--- src/rtl/ps2_hack2scancode.sv ---
// Hack character code to PS/2 Scan Code Set 2 keystroke generator.
// Accepts one Hack code and emits the full make/break byte sequence:
//   plain:    code, F0, code
//   prefixed: E0, code, E0, F0, code
// with HOLD_CYCLES idle cycles between the make and break halves.
//
// Ports:
//   clk          clock
//   rst_n        synchronous active-low reset
//   hack         Hack character code to type
//   hack_valid   hack is valid
//   hack_ready   block can accept a character (IDLE and out of reset)
//   scan_code    registered PS/2 byte to transmit
//   scan_valid   registered, scan_code is valid
//   scan_ready   downstream accepts scan_code
//   busy         keystroke sequence in progress
//   unsupported  one-cycle pulse after accepting an unmapped character
module ps2_hack2scancode #(
    parameter int unsigned HOLD_CYCLES = 16
) (
    input  logic       clk,
    input  logic       rst_n,
    input  logic [7:0] hack,
    input  logic       hack_valid,
    output logic       hack_ready,
    output logic [7:0] scan_code,
    output logic       scan_valid,
    input  logic       scan_ready,
    output logic       busy,
    output logic       unsupported
);

    typedef enum logic [2:0] {
        StIdle,
        StMkE0,
        StMk,
        StHold,
        StBkE0,
        StBkF0,
        StBk
    } state_e;

    localparam int unsigned CntW = (HOLD_CYCLES > 1) ? $clog2(HOLD_CYCLES) : 1;
    localparam logic [CntW-1:0] HoldLast = CntW'((HOLD_CYCLES == 0) ? 0 : HOLD_CYCLES - 1);

    state_e          state_q, state_d;
    logic            valid_q, valid_d;
    logic [7:0]      out_q, out_d;
    logic [7:0]      code_q, code_d;
    logic            ext_q, ext_d;
    logic [CntW-1:0] hold_q, hold_d;
    logic            unsup_q, unsup_d;

    logic            map_ok;
    logic            map_ext;
    logic [7:0]      map_code;
    logic            accept;
    logic            handshake;
    state_e          brk_state;
    logic [7:0]      brk_byte;

    // Inverse of the decoder table.
    always_comb begin
        map_ok   = 1'b1;
        map_ext  = 1'b0;
        map_code = 8'h00;
        case (hack)
            8'h61: map_code = 8'h1C;  // a
            8'h62: map_code = 8'h32;
            8'h63: map_code = 8'h21;
            8'h64: map_code = 8'h23;
            8'h65: map_code = 8'h24;
            8'h66: map_code = 8'h2B;
            8'h67: map_code = 8'h34;
            8'h68: map_code = 8'h33;
            8'h69: map_code = 8'h43;
            8'h6A: map_code = 8'h3B;
            8'h6B: map_code = 8'h42;
            8'h6C: map_code = 8'h4B;
            8'h6D: map_code = 8'h3A;
            8'h6E: map_code = 8'h31;
            8'h6F: map_code = 8'h44;
            8'h70: map_code = 8'h4D;
            8'h71: map_code = 8'h15;
            8'h72: map_code = 8'h2D;
            8'h73: map_code = 8'h1B;
            8'h74: map_code = 8'h2C;
            8'h75: map_code = 8'h3C;
            8'h76: map_code = 8'h2A;
            8'h77: map_code = 8'h1D;
            8'h78: map_code = 8'h22;
            8'h79: map_code = 8'h35;
            8'h7A: map_code = 8'h1A;  // z
            8'h31: map_code = 8'h16;  // 1
            8'h32: map_code = 8'h1E;
            8'h33: map_code = 8'h26;
            8'h34: map_code = 8'h25;
            8'h35: map_code = 8'h2E;
            8'h36: map_code = 8'h36;
            8'h37: map_code = 8'h3D;
            8'h38: map_code = 8'h3E;
            8'h39: map_code = 8'h46;
            8'h30: map_code = 8'h45;  // 0
            8'h20: map_code = 8'h29;  // space
            8'h0D: map_code = 8'h5A;  // enter
            8'h08: map_code = 8'h66;  // backspace
            8'h09: map_code = 8'h0D;  // tab
            8'h2D: map_code = 8'h4E;  // -
            8'h3D: map_code = 8'h55;  // =
            8'h5C: map_code = 8'h5D;  // backslash
            8'h5B: map_code = 8'h54;  // [
            8'h5D: map_code = 8'h5B;  // ]
            8'h3B: map_code = 8'h4C;  // ;
            8'h27: map_code = 8'h52;  // quote
            8'h2C: map_code = 8'h41;  // ,
            8'h2E: map_code = 8'h49;  // .
            8'h2F: map_code = 8'h4A;  // /
            8'd130: begin map_ext = 1'b1; map_code = 8'h6B; end
            8'd131: begin map_ext = 1'b1; map_code = 8'h75; end
            8'd132: begin map_ext = 1'b1; map_code = 8'h74; end
            8'd133: begin map_ext = 1'b1; map_code = 8'h72; end
            8'd134: begin map_ext = 1'b1; map_code = 8'h6C; end
            8'd135: begin map_ext = 1'b1; map_code = 8'h69; end
            8'd136: begin map_ext = 1'b1; map_code = 8'h7D; end
            8'd137: begin map_ext = 1'b1; map_code = 8'h7A; end
            8'd138: begin map_ext = 1'b1; map_code = 8'h70; end
            8'd139: begin map_ext = 1'b1; map_code = 8'h71; end
            default: map_ok = 1'b0;
        endcase
    end

    assign hack_ready  = (state_q == StIdle) && rst_n;
    assign busy        = (state_q != StIdle);
    assign scan_valid  = valid_q;
    assign scan_code   = out_q;
    assign unsupported = unsup_q;

    assign accept    = hack_valid && hack_ready;
    assign handshake = valid_q && scan_ready;
    assign brk_state = ext_q ? StBkE0 : StBkF0;
    assign brk_byte  = ext_q ? 8'hE0 : 8'hF0;

    // Output byte is computed together with the next state so it is registered
    // and appears in the same cycle the state is entered.
    always_comb begin
        state_d = state_q;
        valid_d = valid_q;
        out_d   = out_q;
        code_d  = code_q;
        ext_d   = ext_q;
        hold_d  = hold_q;
        unsup_d = 1'b0;
        unique case (state_q)
            StIdle: begin
                if (accept) begin
                    if (map_ok) begin
                        code_d  = map_code;
                        ext_d   = map_ext;
                        valid_d = 1'b1;
                        state_d = map_ext ? StMkE0 : StMk;
                        out_d   = map_ext ? 8'hE0 : map_code;
                    end else begin
                        unsup_d = 1'b1;
                    end
                end
            end
            StMkE0: begin
                if (handshake) begin
                    state_d = StMk;
                    out_d   = code_q;
                end
            end
            StMk: begin
                if (handshake) begin
                    if (HOLD_CYCLES == 0) begin
                        state_d = brk_state;
                        out_d   = brk_byte;
                    end else begin
                        state_d = StHold;
                        valid_d = 1'b0;
                        hold_d  = '0;
                    end
                end
            end
            StHold: begin
                if (hold_q == HoldLast) begin
                    state_d = brk_state;
                    valid_d = 1'b1;
                    out_d   = brk_byte;
                end else begin
                    hold_d = hold_q + 1'b1;
                end
            end
            StBkE0: begin
                if (handshake) begin
                    state_d = StBkF0;
                    out_d   = 8'hF0;
                end
            end
            StBkF0: begin
                if (handshake) begin
                    state_d = StBk;
                    out_d   = code_q;
                end
            end
            StBk: begin
                if (handshake) begin
                    state_d = StIdle;
                    valid_d = 1'b0;
                end
            end
            default: begin
                state_d = StIdle;
                valid_d = 1'b0;
            end
        endcase
    end

    always_ff @(posedge clk) begin
        if (!rst_n) begin
            state_q <= StIdle;
            valid_q <= 1'b0;
            out_q   <= 8'h00;
            code_q  <= 8'h00;
            ext_q   <= 1'b0;
            hold_q  <= '0;
            unsup_q <= 1'b0;
        end else begin
            state_q <= state_d;
            valid_q <= valid_d;
            out_q   <= out_d;
            code_q  <= code_d;
            ext_q   <= ext_d;
            hold_q  <= hold_d;
            unsup_q <= unsup_d;
        end
    end

endmodule

--- config.mk ---
export PLATFORM = sky130hd
export DESIGN_NAME = ps2_hack2scancode
export DESIGN_NICKNAME = d
export VERILOG_FILES = /design/src/rtl/ps2_hack2scancode.sv
export SDC_FILE = /design/constraint.sdc
export NUM_CORES = 1
export LEC_CHECK = 0
export CAP_MARGIN = 20
export CORE_UTILIZATION = 30
export DETAILED_ROUTE_END_ITERATION = 10
export GPL_TIMING_DRIVEN = 0
export PLACE_DENSITY = 0.52
export SLEW_MARGIN = 20
export SYNTH_ARGS = -nofsm -noshare
export SYNTH_HDL_FRONTEND = slang
export SYNTH_SLANG_ARGS = --single-unit
--- constraint.sdc ---
create_clock -name clk -period 3.2 [get_ports clk]
set_clock_uncertainty 0.2 [all_clocks]
set_input_delay 0.64 -clock clk [delete_from_list [all_inputs] [get_ports clk]]
set_output_delay 0.64 -clock clk [all_outputs]
set_load 0.01 [all_outputs]
Word-level counts from Yosys, hierarchy flattened
Cells that the tools add are included.
{"block": "word_totals", "register_bits": 26, "out_inout_bits": 12, "word_cells": 136}
{"block": "op_classes", "add_sub_neg": 1, "n_eq_ne": 78, "muxes": 31, "bitwise_logic": 1, "n_reduce_logical": 18}
{"cell": "$pmux W7 S60", "count": 1}
{"cell": "$eq A8 B7 Y1 const B", "count": 29}
{"cell": "$eq A8 B6 Y1 const B", "count": 18}
{"cell": "$eq A8 B8 Y1 const B", "count": 10}
{"cell": "$reduce_or A60 Y1", "count": 1}
{"cell": "$mux W8", "count": 6}
{"cell": "$pmux W8 S4", "count": 1}
{"cell": "$eq A8 B4 Y1 const B", "count": 3}
{"cell": "$mux W3", "count": 8}
{"cell": "$pmux W3 S7", "count": 1}
{"cell": "$ne A2 B2 Y1 const B", "count": 9}
{"cell": "$reduce_or A10 Y1", "count": 1}
{"cell": "$eq A3 B3 Y1 const B", "count": 3}
{"cell": "$reduce_and A3 Y1", "count": 3}
{"cell": "$mux W1", "count": 8}
{"cell": "$mux W4", "count": 2}
{"cell": "$pmux W4 S2", "count": 1}
{"cell": "$reduce_and A8 Y1", "count": 1}
{"cell": "$eq A3 B2 Y1 const B", "count": 2}
{"cell": "$reduce_and A6 Y1", "count": 1}
{"cell": "$mux W5", "count": 1}
{"cell": "$reduce_and A5 Y1", "count": 1}
{"cell": "$add A4 B1 Y4 const B", "count": 1}
{"cell": "$eq A4 B4 Y1 const B", "count": 1}
{"cell": "other kinds (12)", "count": 16}

Longest topological paths before layout
Gate-level depths: netlist (run 1).
{"block": "logic_depth", "depth_word": 7, "depth_mapped": 11, "mapped_depth_nobuf": 7}

Worst setup path after synthesis (run 1)
Ideal clock, no wire load.
{"block": "synth_path", "path_type": "input port to flip-flop", "from": "input port hack[4]", "to": "register valid_q, in the netlist scan_valid", "setup_time_ps": 120, "arrival_ps": 2687, "required_ps": 2880, "path_slack_ps": 193, "stages": 10, "cell_sequence": "buf_2 > nor4bb_1 > buf_2 > a211o_1 > a2111o_1 > or4_4 > buf_6 > buf_6 > a22oi_1 > o2bb2ai_1"}
{"block": "synth_between", "elab_chain_cells": 5}
{"item": "from (decl)", "line": "23", "text": "input logic [7:0] hack,"}
{"item": "$eq A8 B8 Y1 (tied with other cells)", "line": "67", "text": "case (hack)"}
{"item": "$reduce_or A60 Y1 (no source line) (*)"}
{"item": "$mux W1 (*)", "line": "67"}
{"item": "$ne A2 B2 Y1 (no source line) (*)"}
{"item": "$reduce_and A5 Y1 (no source line) (*)"}
{"item": "to (signal assigned)", "line": "230", "text": "valid_q <= valid_d;"}
{"item": "to (decl)", "line": "47", "text": "logic valid_q, valid_d;"}
Mark *: on every way between the ends. The rest lies on a longest branch, timed or not.
A chain may end at the register's enable or synchronous reset.

Worst setup path after layout (run 1)
{"block": "layout_path", "from": "input port hack[4]", "to": "register code_q[1]"}
{"block": "layout_between", "elab_chain_cells": 4}
{"item": "$eq A8 B8 Y1 (tied with other cells)", "line": "67"}
{"item": "$reduce_or A60 Y1 (no source line)"}
{"item": "$mux W1", "line": "67"}
{"item": "$reduce_and A3 Y1 (no source line)"}
{"item": "to (signal assigned)", "line": "232", "text": "code_q <= code_d;"}
{"item": "to (decl)", "line": "49", "text": "logic [7:0] code_q, code_d;"}
Parallel ways exist; a longest one is shown, timed or not.

==> flow_metrics.tcl, run 1 <==
set metrics [dict create \
    timing.slew.headroom_pct 41.9 \
    seq_area_frac_synth_pct 19.3 \
    gpl.final_weighted_congestion 0.997 \
    power.density_nw_per_um2 252 \
    firstDrtPassIters 5 \
    cts_buffer_depth 2 \
    layout_worst_path_cycle_share_pct 97.7 \
    syn_nets 368 \
    timing.hold.worst.class "reg2reg" \
    antenna_cells 0 \
    total_routing_resource_utilization_after_global_routing_pct 22.4 \
    drcViolationCount 0 \
    grt_max_degree 14 \
    netlist_instances 355 \
    end_kind "flop" \
    die_width_um 95.1 \
    power.ir.vdd_worst_mv 0.150 \
    clkSinkCount 25 \
    initial_core_util_pct 31.3 \
    io_pins 24 \
    flow.area_growth_from_synthesis_pct 32.4 \
    p_int_mw 0.569 \
    achievable-frequency_ghz 0.320 \
    worst-endpoint-required_ns 3.18 \
    finalHoldViolations 0 \
    ys_async_sr_fraction_pct 0 \
    fp.coreArea_um2 8300 \
    cp_data_arrival_time_ns 3.11 \
    syn_avg_cell_area_um2 7.32 \
    comb_power_share_pct 39.8 \
    hpwl_um 6920 \
    post-layout-total-power_mw 0.868 \
    antenna_found_initial 0 \
    ctsRootBufferMaster "sky130_fd_sc_hd__clkbuf_8" \
    synth-edff-count 0 \
    std_cell_rows 33 \
    crit_fanout 6 \
    timing.final.setup_violations 0 \
    period_needed_ns 3.13 \
    netSwitchingPower_mw 0.299 \
    setup_repair_after_global_routing_missed_its_margin "true" \
    die_height_um 95.1 \
    n_fill_cell 829 \
    tritoncts_clock_tree "yes" \
    power.sequential.fraction_pct 38.2 \
    fp.dieArea_um2 9040 \
    postSynthRegisterBits 25 \
    synth.yosys.warnings 0 \
    route.detailed.wl_per_inst_um 19.3 \
    drv_slew 0 \
    setup.worst_path.start_class "primary input" \
    worst_skew_pair.late_latency_ns 0.27 \
    cts_made_buffers 3 \
    drt_first_iter_violations 272 \
    synthesis.area_um2 2600 \
    layout-drive-gt1-share_pct 22.5 \
    p_leak_nw 1.30 \
    post-route-util_pct 41.5 \
    detailroute.via_count 3249 \
    share_clk_of_total_power_pct 22.0 \
    drv_cap 0 \
    final_global_route_overflow_total 0 \
    outcome "completed" \
    route.detailed.vias_per_inst 6.32 \
    clock_tree.htree_level_count 1 \
    worst_slew_pin_slew_ns 0.864 \
    post_cts_hold_buffer_count 0 \
    setup.worst_path.class "in2reg" \
    grt_pass1_vias 3060 \
    postRouteWirelength_um 9940 \
    synth_cell_types 66 \
    register_clock_pin_slew_on_the_reported_worst_setup_and_hold_paths_ns 0.08 \
    sw_frac_of_total_pct 34.4 \
    grt_first_pass_wirelength_um 15800 \
    port_buffers 23 \
    num-nets-final 423 \
    synth-main-ff-cell "sky130_fd_sc_hd__dfxtp_1" \
    route.antenna.remaining_nets 0 \
]
[kinds of logic after synthesis]
kind of cell,after synthesis,share of synthesized area (%)
buf+inv,42,7.90
xor+xnor,5,1.69
flops,25,19.3
compound gates,112,31.4
mux,7,2.70
fa+ha+maj,1,0.481
simple gates,163,36.5
[synthesized netlist by cell type (all sizes together), types with 6 or more instances]
| master | instances | share of area (%) |
|---|---|---|
| dfxtp | 25 | 19 |
| a31oi | 6 | 1.4 |
| nand3 | 13 | 2.5 |
| buf | 26 | 5.5 |
| a21oi | 21 | 4.5 |
| mux2i | 7 | 2.7 |
| o21ai | 10 | 1.9 |
| nor3 | 26 | 5.0 |
| nand3b | 6 | 1.7 |
| nand2 | 20 | 2.9 |
| nand2b | 14 | 3.4 |
| or4 | 7 | 2.2 |
| nor2b | 7 | 1.7 |
| a211o | 8 | 2.7 |
| a211oi | 15 | 4.3 |
| nor4 | 6 | 1.4 |
| clkbuf | 11 | 1.6 |
| nor2 | 26 | 3.8 |
[critical path, stage by stage]
cell                            delay (ns)
sky130_fd_sc_hd__dlygate4sd2_1        0.26
sky130_fd_sc_hd__or4b_4               0.63
sky130_fd_sc_hd__or3_1                0.41
sky130_fd_sc_hd__a31oi_1              0.23
sky130_fd_sc_hd__a2111o_1             0.16
sky130_fd_sc_hd__or4_4                0.14
sky130_fd_sc_hd__bufbuf_16            0.24
sky130_fd_sc_hd__buf_4                0.11
sky130_fd_sc_hd__a21oi_2              0.04
sky130_fd_sc_hd__a311oi_1             0.25
[worst paths after layout]
kind	endpoint	slack (ns)	cells after the start	startpoint
worst max-delay path	code_q[1]	0.07	10	hack[4]
worst min-delay path	scan_code[4]	0.26	2	scan_code[4]
worst max register to register	state_q[0]	0.86	6	state_q[1]
worst min register to register	scan_code[4]	0.26	2	scan_code[4]
[per-stage QoR]
step | cells | instance area [um^2] | setup slack, ns | hold WS [ns] | TNS (ns)
2_1_floorplan | 355 | 2600 | 0.193 | 0.266 | 0
3_3_place_gp | 483 | 2960 | -1.01 | 0.251 | -17.15
3_5_place_dp | 483 | 2970 | -0.947 | 0.257 | -13.21
4_1_cts | 510 | 3390 | 0.000507 | 0.270 | 0
5_1_grt | 514 | 3440 | -0.0240 | 0.304 | -0.0240
6_report | 514 | 3440 | 0.0735 | 0.261 | 0
[flip-flops by register name, summed over array words and instances (netlist names)]
signal       flops
code_q           7
ext_q            1
hold_q           4
scan_code        8
scan_valid       1
state_q          3
unsupported      1
[repair_timing]
action | 4_1_cts | 5_1_grt
pin swaps | 10 | 3
resized for setup | 62 | 13
setup endpoints to repair | 20 | 19
buffers inserted | 21 | 4
gates cloned | 4 | 0
[power by group through the flow]
stage	Clock [mW]	Combinational (mW)	Sequential [mW]
global route	0.209	0.367	0.333
detailed placement	0	0.273	0.339
global placement	0	0.278	0.339
floorplan	0	0.178	0.340
CTS	0.199	0.330	0.331
finish	0.191	0.346	0.331
[layer usage]
metal  up-vias  track usage (%)  wire length [um]
li1       1480                -                 -
met1      1482             26.6              3890
met2       221             38.6              4600
met3        66             2.47               761
met4         0             13.6               697
met5         -                0                 0
[placed cells by master (no fill, tap or decap), types with 4 or more instances in the layout]
cell,count
sky130_fd_sc_hd__nand2_1,19
sky130_fd_sc_hd__a211o_1,8
sky130_fd_sc_hd__a21o_1,5
sky130_fd_sc_hd__nand4_1,5
sky130_fd_sc_hd__nand2b_1,12
sky130_fd_sc_hd__clkbuf_2,6
sky130_fd_sc_hd__xor2_1,4
sky130_fd_sc_hd__a21oi_1,18
sky130_fd_sc_hd__buf_2,6
sky130_fd_sc_hd__a32oi_1,4
sky130_fd_sc_hd__nor3_1,26
sky130_fd_sc_hd__nand3b_1,6
sky130_fd_sc_hd__o32ai_1,4
sky130_fd_sc_hd__nor2_1,25
sky130_fd_sc_hd__o31ai_1,4
sky130_fd_sc_hd__clkbuf_1,6
sky130_fd_sc_hd__buf_6,10
sky130_fd_sc_hd__nand4bb_1,4
sky130_fd_sc_hd__clkbuf_8,4
sky130_fd_sc_hd__buf_4,32
sky130_fd_sc_hd__a31oi_1,5
sky130_fd_sc_hd__nor2b_1,7
sky130_fd_sc_hd__dlygate4sd2_1,5
sky130_fd_sc_hd__o22ai_1,4
sky130_fd_sc_hd__and3_1,4
sky130_fd_sc_hd__clkdlybuf4s50_1,15
sky130_fd_sc_hd__nand3_1,13
sky130_fd_sc_hd__o211ai_1,5
sky130_fd_sc_hd__inv_1,5
sky130_fd_sc_hd__or4_1,6
sky130_fd_sc_hd__o21ai_0,9
sky130_fd_sc_hd__a211oi_1,12
sky130_fd_sc_hd__dfxtp_1,25
sky130_fd_sc_hd__mux2i_1,7
[layout make-up]
class | count | area [um^2] | area share, %
inverters | 5 | 18.8 | 0.545
plain buffers | 35 | 267 | 7.75
repair buffers | 52 | 447 | 13.0
flip-flops and latches | 25 | 500 | 14.5
multi-input cells | 288 | 2030 | 59.1
well taps | 105 | 131 | 3.82
clock buffers | 4 | 45.0 | 1.31
(Power assumes the default switching activity.)
==> run 2, diff against run 1 <==
--- a/config.mk
+++ b/config.mk
@@ -10,6 +10,7 @@
 export DETAILED_ROUTE_END_ITERATION = 10
 export GPL_TIMING_DRIVEN = 0
 export PLACE_DENSITY = 0.52
+export RECOVER_POWER = 50
 export SLEW_MARGIN = 20
 export SYNTH_ARGS = -nofsm -noshare
 export SYNTH_HDL_FRONTEND = slang
==> run 2 against run 1 <==
Clock power hardly changed. Global-route usage did not move. Flip-flop and latch count is the same. Worst hold slack worse by 0.0029 ns. Sequential share of layout area unchanged. Worst setup slack got worse by 0.0050 ns. First-iteration DRC count fell by 0.74%. Via count up 0.40%. Non-clock buffer count unchanged. Die area stayed put. Power is 0.33% lower. Combinational power barely moved.
==> flow_metrics.tcl, run 2 (synthesis results as in run 1) <==
set metrics [dict create \
    layout-drive-gt1-share_pct 22.5 \
    crit_path_max_incr_delay_ns 0.63 \
    power.ir.vdd_worst_mv 0.150 \
    io_pins 24 \
    final_design_area_no_fill_um2 3440 \
    drv_slew 0 \
    layout_worst_path_cycle_share_pct 97.9 \
    die_height_um 95.1 \
    setup.worst_path.class "in2reg" \
    hpwl_um 6920 \
    post_cts_hold_buffer_count 0 \
    worst-endpoint-required_ns 3.18 \
    cp_data_arrival_time_ns 3.11 \
    cts_made_buffers 3 \
    total_routing_resource_utilization_after_global_routing_pct 22.4 \
    largest_reg_flops 8 \
    end_kind "flop" \
    final_global_route_overflow_total 0 \
    port_buffers 23 \
    timing.hold.ws_ns 0.259 \
    antenna_found_initial 0 \
    drt_first_iter_violations 270 \
    tritoncts_clock_tree "yes" \
    detailroute.via_count 3262 \
    grt_max_degree 14 \
    grt_first_pass_wirelength_um 15800 \
    timing.final.setup_violations 0 \
    tns_ns 0 \
    ctsRootBufferMaster "sky130_fd_sc_hd__clkbuf_8" \
    route.antenna.remaining_nets 0 \
    flow.area_growth_from_synthesis_pct 32.4 \
    worst_skew_pair.late_latency_ns 0.27 \
    crit_fanout 6 \
    route.detailed.wl_per_inst_um 19.3 \
    worst_slew_pin_slew_ns 0.863 \
    timing.hold.worst.class "reg2reg" \
    timing.reg2reg.worst_path_depth 6 \
    std_cell_rows 33 \
    fp.coreArea_um2 8300 \
    power.density_nw_per_um2 251 \
    timing.slew.headroom_pct 42.0 \
    critical_path_slowest_stage_cell "sky130_fd_sc_hd__or4b_4" \
    worstHoldPathCells 2 \
    ff2ff_setup_slack_ns 0.87 \
    clock_tree.htree_level_count 1 \
    period_needed_ns 3.13 \
    cp_cell_sequence "dlygate4sd2_1, or4b_4, or3_1, a31oi_1, a2111o_1, or4_4, bufbuf_16, buf_4, a21oi_2, a311oi_1" \
    setup_repair_after_global_routing_missed_its_margin "true" \
    achievable-frequency_ghz 0.319 \
    fp.dieArea_um2 9040 \
    p_leak_nw 1.33 \
    setup.worst_path.start_class "primary input" \
    most_common_library_cell_in_the_layout_ignoring_fill_and_taps "sky130_fd_sc_hd__buf_4" \
    grt_pass1_vias 3060 \
    initial_core_util_pct 31.3 \
    drv_cap 0 \
    dpl_cell_area_um2 2970 \
    cts_buffer_depth 2 \
    postRouteWirelength_um 9910 \
    clkSinkCount 25 \
    die_width_um 95.1 \
    drcViolationCount 0 \
    register_clock_pin_slew_on_the_reported_worst_setup_and_hold_paths_ns 0.08 \
    antenna_cells 0 \
    layout_common_cells "sky130_fd_sc_hd__buf_4 (32), sky130_fd_sc_hd__nor3_1 (26), sky130_fd_sc_hd__nor2_1 (25), sky130_fd_sc_hd__dfxtp_1 (25), sky130_fd_sc_hd__nand2_1 (19)" \
    finalHoldViolations 0 \
    num-nets-final 423 \
    firstDrtPassIters 6 \
    route.detailed.vias_per_inst 6.35 \
    gpl.final_weighted_congestion 0.997 \
    outcome "completed" \
]
-- run 2: changes by cell type in the layout (fill, tap and decap cells not counted) --
| cell | delta |
|---|---|
| sky130_fd_sc_hd__and2_1 | -1 |
| sky130_fd_sc_hd__and2_0 | +1 |
| sky130_fd_sc_hd__dlygate4sd3_1 | +11 |
| sky130_fd_sc_hd__clkdlybuf4s50_1 | -11 |
-- run 2: layout make-up --
class	count	area, um^2
Buffer	35	267
Clock buffer	4	45.0
Fill cell	829	4860
Inverter	5	18.8
Multi-Input combinational cell	288	2030
Sequential cell	25	500
Tap cell	105	131
Timing Repair Buffer	52	447
-- run 2: worst max-delay path, delay by kind of cell --
family                 cells  cell delay, ns
and+or+nand+nor            3            1.18
buffers and inverters      3            0.61
AOI/OAI and AO/OA          4            0.68
-- run 2: worst paths after layout --
| path | start | to |
|---|---|---|
| setup / recovery | hack[4] | code_q[1] |
| hold / removal | scan_code[4] | scan_code[4] |
| setup reg to reg | state_q[1] | state_q[0] |
| hold reg to reg | scan_code[4] | scan_code[4] |
-- run 2: power by group --
group          internal [mW]  switching (mW)
combinational          0.154           0.189
clock                 0.0892           0.102
sequential             0.324         0.00732
-- run 2: per-layer routing --
layer,global-route usage (%),share of wire (%),vias up
met5,0,0,-
met4,13.6,7.0,0
met3,2.47,7.5,65
met2,38.6,46,226
met1,26.6,39,1489
li1,-,-,1482
-- run 2: through the flow --
stage | cells | power, mW | setup slack, ns | util, %
2_1_floorplan | 355 | 0.519 | 0.193 | -
3_5_place_dp | 483 | 0.612 | -0.947 | 35.7
4_1_cts | 510 | 0.861 | 0.000507 | 40.9
5_1_grt | 514 | 0.906 | -0.0240 | 41.5
6_report | 514 | 0.865 | 0.0686 | 41.5
3_3_place_gp | 483 | 0.616 | -1.01 | 35.7
-- run 2: repair_timing --
item | CTS | global route
gates resized for setup | 62 | 13
setup buffers | 21 | 4
endpoints found under the hold margin | 0 | 0
cloned | 4 | 0
pin swaps | 10 | 3
endpoints found under the setup margin | 20 | 19
==> run 3, diff against run 2 <==
--- a/config.mk
+++ b/config.mk
@@ -6,10 +6,12 @@
 export NUM_CORES = 1
 export LEC_CHECK = 0
 export CAP_MARGIN = 20
+export CELL_PAD_IN_SITES_DETAIL_PLACEMENT = 0
+export CELL_PAD_IN_SITES_GLOBAL_PLACEMENT = 1
 export CORE_UTILIZATION = 30
 export DETAILED_ROUTE_END_ITERATION = 10
 export GPL_TIMING_DRIVEN = 0
-export PLACE_DENSITY = 0.52
+export PLACE_DENSITY = 0.65
 export RECOVER_POWER = 50
 export SLEW_MARGIN = 20
 export SYNTH_ARGS = -nofsm -noshare
==> run 3 against run 2 <==
Flip-flop and latch count unchanged. Via count grew 1.5%. Routed wire length rose by 4.3%. Combinational power hardly changed. Critical path type unchanged. Cell count grew 0.39%. Fmax is 0.90% higher. Die area unchanged. First-iteration DRC count up 46%. Non-clock buffer count up 1. Design area increased by 0.15%. Sequential share of layout area hardly changed. Critical endpoint is now scan_valid.
==> flow_metrics.tcl, run 3 (synthesis results as in run 1) <==
set metrics [dict create \
    outcome "completed" \
    clkSinkCount 25 \
    initial_core_util_pct 31.3 \
    ctsRootBufferMaster "sky130_fd_sc_hd__clkbuf_8" \
    total_routing_resource_utilization_after_global_routing_pct 23.2 \
    cp_cell_sequence "dlygate4sd2_1, nand2b_1, clkbuf_2, nor3_1, a211o_1, a2111o_1, or4_4, buf_6, a31oi_1, o2bb2ai_1" \
    routed-wl-met2_um 4520 \
    antenna_cells 0 \
    power.ir.vdd_worst_mv 0.139 \
    route.antenna.remaining_nets 0 \
    gpl.final_weighted_congestion 0.970 \
    period_needed_ns 3.10 \
    timing.final.setup_violations 0 \
    largest_reg_flops 8 \
    firstDrtPassIters 5 \
    num-nets-final 425 \
    drv_slew 0 \
    grt_pass1_vias 3144 \
    drt_first_iter_violations 395 \
    layout_common_cells "sky130_fd_sc_hd__buf_4 (33), sky130_fd_sc_hd__nor3_1 (26), sky130_fd_sc_hd__nor2_1 (25), sky130_fd_sc_hd__dfxtp_1 (25), sky130_fd_sc_hd__nand2_1 (19)" \
    crit-reg2reg-capture "state_q[0]" \
    cts_buffer_depth 2 \
    setup.worst_path.class "in2reg" \
    post_cts_hold_buffer_count 0 \
    grt_max_degree 14 \
    io_pins 24 \
    power.density_nw_per_um2 251 \
    final_global_route_overflow_total 0 \
    most_common_library_cell_in_the_layout_ignoring_fill_and_taps "sky130_fd_sc_hd__buf_4" \
    route.detailed.vias_per_inst 6.42 \
    tritoncts_clock_tree "yes" \
    cts_made_buffers 3 \
    flow.area_growth_from_synthesis_pct 32.6 \
    dp_slack_ns -1.13 \
    postRouteWirelength_um 10300 \
    register_clock_pin_slew_on_the_reported_worst_setup_and_hold_paths_ns 0.09 \
    post-layout-total-power_mw 0.863 \
    m1WireLength_um 4330 \
    worst_skew_pair.late_latency_ns 0.27 \
    drv_cap 0 \
    n_fill_cell 842 \
    std_cell_rows 33 \
    die_width_um 95.1 \
    timing.critical_path.max_delay_family "compound AO/OA/AOI/OAI gates" \
    timing.hold.worst.class "reg2reg" \
    final_design_area_no_fill_um2 3450 \
    layout-drive-gt1-share_pct 23.1 \
    worst-endpoint-required_ns 3.20 \
    worst_hold_path.endpoint "scan_code[5]" \
    detailroute.via_count 3311 \
    worst_slew_pin_slew_ns 1.14 \
    dpl_cell_area_um2 2970 \
    grt_first_pass_wirelength_um 16200 \
    hpwl_um 7110 \
    p_leak_nw 1.35 \
    postLayoutSetupSlackWorst_ns 0.0966 \
    hp-start "scan_code[5]" \
    timing.reg2reg.worst_path_depth 6 \
    critical_path_slowest_stage_cell "sky130_fd_sc_hd__or4_4" \
    timing.hold.ws_ns 0.264 \
    rr_startpoint "state_q[1]" \
    drcViolationCount 0 \
    port_buffers 23 \
    met3_wirelength_um 1030 \
    fp.coreArea_um2 8300 \
    cp_data_arrival_time_ns 3.11 \
    fp.dieArea_um2 9040 \
    finalHoldViolations 0 \
    setup.worst_path.start_class "primary input" \
    layout_worst_path_cycle_share_pct 97.0 \
    die_height_um 95.1 \
    route.detailed.wl_per_inst_um 20.0 \
    crit_buf_inv 3 \
    timing.slew.headroom_pct 23.3 \
    crit_path_max_incr_delay_ns 0.61 \
    uppermost_layer_routed "met4" \
    clock_tree.htree_level_count 1 \
    worstHoldPathCells 2 \
    ff2ff_setup_slack_ns 0.73 \
    achievable-frequency_ghz 0.322 \
    antenna_found_initial 0 \
    end_kind "flop" \
    crit_fanout 9 \
]
[run 3: layout make-up]
type                    instances  area [um^2]  share of cell area (%)
plain buffers                  34          275                    7.99
clock buffers                   4         45.0                    1.31
inverters                       5         18.8                   0.545
multi-input cells             289         2040                    59.2
flip-flops and latches         25          500                    14.5
well taps                     105          131                    3.81
repair buffers                 54          434                    12.6
[run 3: worst max-delay path by stage]
stage	to	cells after the start	start	slack, ns
floorplan	scan_valid	10	hack[4]	0.19
global placement	scan_code[0]	11	hack[1]	-1.23
detailed placement	scan_code[0]	11	hack[1]	-1.13
CTS	scan_valid	10	hack[1]	0.01
global route	scan_code[1]	9	hack[2]	-0.04
finish	scan_valid	10	hack[2]	0.1
[run 3: layer usage]
| metal | global-route usage [%] | up-vias |
|---|---|---|
| met4 | 9.60 | 0 |
| met2 | 35.7 | 214 |
| li1 | - | 1495 |
| met1 | 31.0 | 1554 |
| met3 | 5.34 | 48 |
| met5 | 0 | - |
[run 3: stage by stage]
stage / TNS [ns] / std cells / utilization, %
CTS: 0 / 508 / 40.4
global placement: -17.68 / 483 / 35.7
global route: -0.0580 / 516 / 41.5
detailed placement: -15.78 / 483 / 35.7
finish: 0 / 516 / 41.5
floorplan: 0 / 355 / -
[run 3: worst register-to-register path, delay by kind of cell (launching register included)]
kind	cells	cell delay (ns)
and+or+nand+nor	2	0.58
AOI/OAI and AO/OA	2	0.43
DFF	1	0.37
buffers and inverters	2	0.81
[run 3: power breakdown]
part / total (mW) / switching [mW] / internal (mW)
combinational: 0.343 / 0.195 / 0.147
clock: 0.190 / 0.101 / 0.0891
sequential: 0.331 / 0.00735 / 0.324
[run 3: timing repair]
action / in CTS / in global routing
cloned: 4 / 1
resized for setup: 61 / 33
setup endpoints to repair: 20 / 18
hold endpoints to repair: 0 / 0
setup buffers: 20 / 7
pin swaps: 13 / 8
